$ cat config.mk
export PLATFORM = sky130hd
export DESIGN_NAME = mod_step_counter
export DESIGN_NICKNAME = d
export VERILOG_FILES = /design/src/rtl/counter_pkg.sv /design/src/rtl/mod_step_next.sv /design/src/rtl/mod_step_counter.sv
export SDC_FILE = /design/constraint.sdc
export NUM_CORES = 1
export LEC_CHECK = 0
export CORE_ASPECT_RATIO = 1.2
export CORE_MARGIN = 1.5
export CORE_UTILIZATION = 51
export DETAILED_ROUTE_END_ITERATION = 8
export GPL_ROUTABILITY_DRIVEN = 0
export GPL_TIMING_DRIVEN = 0
export HOLD_SLACK_MARGIN = 0.03
export PLACE_DENSITY = 0.95
export SLEW_MARGIN = 0
export SYNTH_ARGS = -nofsm -noshare
export SYNTH_HDL_FRONTEND = slang
export SYNTH_SLANG_ARGS = --single-unit
$ cat constraint.sdc
create_clock -name clk -period 7.5 [get_ports clk]
set_clock_uncertainty 0.2 [all_clocks]
set_input_delay 0.75 -clock clk [delete_from_list [all_inputs] [get_ports clk]]
set_output_delay 0.75 -clock clk [all_outputs]
set_load 0.1 [all_outputs]
$ cat src/rtl/counter_pkg.sv
// Shared direction/mode constants and the clamp helper for the modulo step counter family.
package counter_pkg;

    localparam logic DIR_UP    = 1'b1;
    localparam logic DIR_DOWN  = 1'b0;
    localparam logic MODE_WRAP = 1'b0;
    localparam logic MODE_SAT  = 1'b1;

    // Limits a value to the counter range 0..modulus-1.
    function automatic int unsigned clamp_to_mod(input int unsigned v, input int unsigned modulus);
        return (v > modulus - 1) ? modulus - 1 : v;
    endfunction

endpackage

$ cat src/rtl/mod_step_next.sv
// Combinational next-count and range-event calculation for mod_step_counter.
module mod_step_next
    import counter_pkg::*;
#(
    parameter int WIDTH = 4,
    parameter int MOD   = 10
) (
    input  logic [WIDTH-1:0] count,
    input  logic [WIDTH-1:0] s,
    input  logic             up,
    input  logic             sat,
    output logic [WIDTH-1:0] nxt,
    output logic             evt
);

    // Two guard bits keep count+s and count-s exact for any legal MOD.
    localparam logic signed [WIDTH+1:0] MOD_X = (WIDTH+2)'(MOD);
    localparam logic signed [WIDTH+1:0] MAX_X = (WIDTH+2)'(MOD - 1);

    logic signed [WIDTH+1:0] cnt_x;
    logic signed [WIDTH+1:0] s_x;
    logic signed [WIDTH+1:0] r;

    always_comb begin
        cnt_x = $signed({2'b00, count});
        s_x   = $signed({2'b00, s});
        r     = cnt_x;
        evt   = 1'b0;
        if (up == DIR_UP) begin
            r = cnt_x + s_x;
            if (r > MAX_X) begin
                evt = 1'b1;
                r   = (sat == MODE_WRAP) ? r - MOD_X : MAX_X;
            end
        end
        if (up == DIR_DOWN) begin
            r = cnt_x - s_x;
            if (r[WIDTH+1]) begin
                evt = 1'b1;
                r   = (sat == MODE_WRAP) ? r + MOD_X : '0;
            end
        end
        nxt = r[WIDTH-1:0];
    end

endmodule

$ cat src/rtl/mod_step_counter.sv
// Modulo counter with variable step, up/down, wrap/saturate and a chainable range-event pulse.
// Optional sticky event flag ovf_sticky enabled by defining COUNTER_STICKY_OVF_EN.
module mod_step_counter
    import counter_pkg::*;
#(
    parameter int WIDTH  = 4,
    parameter int MOD    = 10,
    parameter int STEP_W = 4
) (
    input  logic              clk,
    input  logic              rst,
    input  logic              cnt_en,
    input  logic              up,
    input  logic              sat,
    input  logic [STEP_W-1:0] step,
    input  logic              load,
    input  logic              clear,
    input  logic [WIDTH-1:0]  data_in,
    output logic [WIDTH-1:0]  count,
    output logic              at_max,
    output logic              at_zero,
    output logic              evt
`ifdef COUNTER_STICKY_OVF_EN
    ,
    output logic              ovf_sticky
`endif
);

    localparam logic [WIDTH-1:0] MAX_V = WIDTH'(MOD - 1);

    logic [WIDTH-1:0] s_eff;
    logic [WIDTH-1:0] ld_val;
    logic [WIDTH-1:0] nxt_val;
    logic             nxt_evt;
    logic [WIDTH-1:0] cnt_p0;
    logic             evt_p0;

    assign s_eff  = WIDTH'(clamp_to_mod(32'(step), MOD));
    assign ld_val = WIDTH'(clamp_to_mod(32'(data_in), MOD));

    mod_step_next #(
        .WIDTH (WIDTH),
        .MOD   (MOD)
    ) u_next (
        .count (cnt_p0),
        .s     (s_eff),
        .up    (up),
        .sat   (sat),
        .nxt   (nxt_val),
        .evt   (nxt_evt)
    );

    // Stage p0: count and event registers, priority clear > load > cnt_en > hold
    always_ff @(posedge clk or posedge rst) begin
        if (rst) begin
            cnt_p0 <= '0;
            evt_p0 <= 1'b0;
        end else if (clear) begin
            cnt_p0 <= '0;
            evt_p0 <= 1'b0;
        end else if (load) begin
            cnt_p0 <= ld_val;
            evt_p0 <= 1'b0;
        end else if (cnt_en) begin
            cnt_p0 <= nxt_val;
            evt_p0 <= nxt_evt;
        end else begin
            evt_p0 <= 1'b0;
        end
    end

`ifdef COUNTER_STICKY_OVF_EN
    logic stk_p0;

    always_ff @(posedge clk or posedge rst) begin
        if (rst) begin
            stk_p0 <= 1'b0;
        end else if (clear) begin
            stk_p0 <= 1'b0;
        end else if (!load && cnt_en && nxt_evt) begin
            stk_p0 <= 1'b1;
        end
    end

    assign ovf_sticky = stk_p0;
`endif

    assign count   = cnt_p0;
    assign evt     = evt_p0;
    assign at_max  = (cnt_p0 == MAX_V);
    assign at_zero = (cnt_p0 == '0);

endmodule

* Yosys cells after proc, flatten, opt, wreduce, memory -nomap -nowiden *
Cells that the tools add are included.

operators by class
  eq/ne operators = 1
  $add $sub $neg = 4
  order comparisons = 3
  multiplexer cells = 17
  reduce and logical (&&, ||, !) cells = 2

operator list
  cell                   count
  $mux W4                10
  $gt A4 B4 Y1 const B   2
  $mux W1                7
  $add A4 B4 Y5          1
  $gt A5 B4 Y1 const B   1
  $sub A4 B4 Y5          1
  $add A4 B4 Y4 const B  1
  $eq A4 B4 Y1 const B   1
  $logic_not A4 Y1       1
  $sub A4 B4 Y4 const B  1
  $reduce_bool A3 Y1     1

word-level totals
  logic and storage cells = 29
  input bits = 15
  register bits = 5
  output and inout bits = 7

* Longest topological paths before layout *
  depth after elaboration = 11
  depth in mapped cells = 12
  depth with buffers taken out = 12

* By module *
From an unflattened synthesis, not the netlist that was laid out.

second synthesis, totals
  cells, all modules = 110
  area, all modules = 859.6 um^2

modules (own cells, without submodules)
  module            sequential area each (um^2)  cells an instance  times used  area an instance (um^2)
  mod_step_next     0.0                          78                 1           546.8
  mod_step_counter  125.1                        32                 1           312.8

* Worst setup path before layout *
OpenSTA, ideal clock, no wires.

  path type = register -> output
  from = register cnt_p0[1], in the netlist count[1]
  to = output port at_zero
  data arrival time = 3.835 ns
  data required time = 6.550 ns
  stages on the path, launching flop included = 2
  slack = 2.715 ns
  buffers on the path = 0
  cell sequence = dfrtp_1 nor4_1

between the ends
  longest elaborated chain between the ends = 1

ends and longest elaborated chain
  element                 RTL line                source
  from (decl)             mod_step_counter.sv:35  logic [WIDTH-1:0] cnt_p0;
  from (signal assigned)  mod_step_counter.sv:62  cnt_p0 <= ld_val;
  from (signal assigned)  mod_step_counter.sv:65  cnt_p0 <= nxt_val;
  $logic_not A4 Y1        mod_step_counter.sv:91  assign at_zero = (cnt_p0 == '0);
  to (decl)               mod_step_counter.sv:21  output logic at_zero,

Every way passes these cells.

* Final worst setup path *
  from = input port step[3]
  to = register cnt_p0[3], in the netlist count[3]

between the ends
  longest elaborated chain between the ends = 10
  elaborated cells between the ends (all ways) = 15
  those cells by class = add/sub (4); order compare (2); mux (9)

ends and longest elaborated chain
  element                                                RTL line                                  source
  from (decl)                                            mod_step_counter.sv:15                    input logic [STEP_W-1:0] step,
  $gt A4 B4 Y1                                           counter_pkg.sv:11                         return (v > modulus - 1) ? modulus - 1 : v;
  $mux W4 (*)                                            counter_pkg.sv:11
  $sub A4 B4 Y5 / $add A4 B4 Y5 (equally long branches)  mod_step_next.sv:37, mod_step_next.sv:30
  $add A4 B4 Y4 / $sub A4 B4 Y4 (equally long branches)  mod_step_next.sv:40, mod_step_next.sv:33
  $mux W4, on equally long branches                      mod_step_next.sv:40, mod_step_next.sv:33
  $mux W4, on equally long branches                      mod_step_next.sv:38, mod_step_next.sv:31
  $mux W4 (*)                                            mod_step_next.sv:36                       if (up == DIR_DOWN) begin
  $mux W4 (*)                                            mod_step_counter.sv:64                    end else if (cnt_en) begin
  $mux W4 (*)                                            mod_step_counter.sv:61                    end else if (load) begin
  $mux W4 (*)                                            mod_step_counter.sv:58                    end else if (clear) begin

Mark *: on every way between the ends. The rest lies on a longest branch, timed or not. The select of a mux whose other input is x is not followed.
A chain may end at the register's enable or synchronous reset.

==> results by group <==
Detailed routing
  • Antenna Nets Post-Route: 0
  • Initial DRC Count: 16
  • DR WL/cell: 14.55 µm
  • Final wirelength: 2081 µm
  • DRC Markers: 0
  • Drt via density: 5.881
  • Via count: 841
  • Number of detailed-route iterations in the first pass: 4

Timing
  • Worst Slack Setup Final: 3999 ps
  • Peak Freq: 285.7 MHz
  • Least-Margin Pin Slew: 995.2 ps
  • RSZ-0062 raised after global routing: false
  • Final setup fails: 0
  • Final min period: 3501 ps
  • Final period util: 46.67%
  • Max Slew Vio Count: 0
  • Final Hold Fails: 0
  • Relative slew slack: 33.45%
  • Setup TNS: 0 ps

Logic synthesis
  • Synth Instances: 103
  • Syn nets: 130
  • Post-Synth Adder-Cell Area: 20.63%
  • Synth area leaders: dfrtp_1, ha_1, inv_1
  • Multiplexer share of the synthesized area: 2.500%
  • Simple-gate portion of the synthesized area: 17.66%
  • Ys Warns: 0
  • Mean post-synth cell area: 7.774 µm²
  • Mapped Area: 800.8 µm²
  • Top cell type's share of synthesized area: 15.63%
  • Post-synthesis compound-gate area fraction: 29.38%
  • Number of flops mapped to enable cells by yosys: 0
  • Post-synthesis xor/xnor area fraction: 5.312%
  • Register area share after synthesis: 15.63%
  • Top-count cell post-synth: inv_1
  • Most used DFF post-synth: dfrtp_1
  • Synth cell count leaders: inv_1, a21oi_1, ha_1
  • #FFs+latches synth: 5
  • Asr flop ratio synth: 100.0%
  • Synth unique cells: 38
  • Synth area leader: dfrtp_1
  • Main combinational cell family by area after synthesis: compound AO/OA/AOI/OAI gates

Cells and area
  • Area grow syn2layout: 29.69%
  • Cell area after layout: 1039 µm²
  • Non-Filler Instances: 143
  • Ant diodes: 0
  • Ratio of cells with drive above 1 in the final layout: 7.143%
  • # nets final: 154

Critical path
  • Crit path kind: input port to register
  • Top delay family on crit path: adder cells
  • Bufs and invs on worst path: 2
  • Worst Path Required: 7410 ps
  • CP max stage cell: clkdlybuf4s50_1
  • Startpoint Class: input port
  • Worst Setup End Kind: register
  • Arrival time at the worst endpoint: 3410 ps
  • Critical-path cell list: clkdlybuf4s50_1 > o21ai_0 > nand2b_1 > ha_1 > inv_1 > fa_1 > xor2_1 > ha_1 > nor3_1 > nand3_1 > o21ai_0 > a21oi_1 > o311ai_1
  • Critical-path maximum fanout: 3
  • Slowest stage delay, CP: 490 ps

Clock tree
  • TritonCTS buffer count: 3
  • Number of hold buffers added after cts: 0
  • Root buffer cell: clkbuf_4
  • Clock Tree Buf Depth: 2
  • Post-CTS sizing: 0
  • Clk_lat worst skew: 250 ps
  • Post-CTS setup buffers: 0
  • CTS tree: built
  • CTS Sinks: 5
  • Clk pin slew, worst setup/hold paths: 50 ps
  • Max H-tree Level: 1

Placed design
  • Inst Count DP: 139
  • Dpl hpwl: 1693 µm
  • Worst slack, placed: 3745 ps
  • IO buf count: 19
  • Cell area after placement: 1012 µm²

Floorplanning
  • Initial Util: 55.41%
  • Die Wd: 39.17 µm
  • Std cell rows: 15
  • Die Ht: 46.41 µm
  • Die ar.: 1818 µm²
  • IO Pins: 22
  • Core Area: 1445 µm²

Job
  • Max Cap Violations: 0

GRT
  • Total track usage: 27.39%
  • Initial antenna violation count: 0
  • Vias in the first global route: 795
  • Overflow after GRT: 0
  • Pin count of the biggest net entering global routing: 10
  • First-pass GRT wire length: 3318 µm

Power and ir drop
  • PD cells: 179.7 nW/µm²
  • IR drop worst, VDD: 0.1702 mV
  • Cell leakage power: 0.4696 nW

Worst hold path
  • Hold WC Path Type: input port to async pin

Outcome
  • Status: finished clean
## placed cells by master (no fill, tap or decap), types with 2 or more instances in the layout
cell type | synthesis | layout
a31oi_1 | 4 | 4
nand2_1 | 7 | 7
a21oi_1 | 10 | 10
nor2_1 | 8 | 8
clkbuf_4 | 0 | 3
nor3b_1 | 3 | 3
nand2b_1 | 2 | 2
ha_1 | 10 | 10
o22ai_1 | 2 | 2
clkdlybuf4s50_1 | 0 | 19
inv_1 | 14 | 14
xnor2_1 | 2 | 2
nor3_1 | 3 | 3
mux2i_1 | 2 | 2
o21ai_0 | 4 | 4
nand3_1 | 2 | 2
clkbuf_1 | 2 | 3
dfrtp_1 | 5 | 5
fa_1 | 2 | 2
## layout make-up
class / count / area [µm²]
flip-flops and latches: 5 / 125.1
repair buffers: 19 / 190.2
plain buffers: 3 / 18.77
fillers: 108 / 406.6
well taps: 17 / 21.27
inverters: 14 / 52.55
clock buffers: 4 / 26.28
multi-input cells: 81 / 604.3
## worst register-to-register path: cells and delay by family, from the launching register on
kind                     cells  cell delay, ps
XOR/XNOR                     1             190
buffers and inverters        2             160
adder cells (fa/ha/maj)      3             820
flip-flops                   1             420
AO/OA/AOI/OAI                3             550
AND/OR/NAND/NOR              2             320
## through the flow
stage	total power, W	hold WS, ps	util [%]
floorplan	0.0001219	328.5	-
global placement	0.0001479	630.1	70.04
detailed placement	0.0001525	631.4	70.04
CTS	0.0001870	490.3	71.86
global route	0.0001977	507.7	71.86
finish	0.0001867	492.2	71.86
## flip-flops by register name, summed over array words and instances (netlist names)
name	cells
evt	1
count	4
## kinds of logic after synthesis
family	after synthesis
mux	2
flops	5
buf+inv	17
xor+xnor	4
compound gates	34
fa+ha+maj	12
simple gates	29
## per-layer routing
layer  up-vias  global-route usage, %  part of all wire (%)
li1        417                      -                     -
met4         0                  13.10                   2.8
met5         -                      0                     0
met3         6                  3.382                   3.1
met2        30                  52.00                    56
met1       388                  28.66                    38
## report_power, final
group / total, W / internal [W] / switching (W)
clock: 0.0000331 / 0.0000202 / 0.0000129
combinational: 0.000121 / 0.0000459 / 0.0000748
sequential: 0.0000329 / 0.0000293 / 0.00000360
## worst paths after layout
path	depth (start not counted)	slack [ps]	end	start
min reg2reg	3	660	count[0]$_DFFE_PP0P_	count[0]$_DFFE_PP0P_
max reg2reg	11	4710	count[3]$_DFFE_PP0P_	count[0]$_DFFE_PP0P_
max in group asynchronous	2	6440	count[3]$_DFFE_PP0P_	rst
min	2	490	count[0]$_DFFE_PP0P_	rst
max	13	4000	count[3]$_DFFE_PP0P_	step[3]
min in group clk	3	660	count[0]$_DFFE_PP0P_	count[0]$_DFFE_PP0P_
Power figures use the tool's default switching activity.
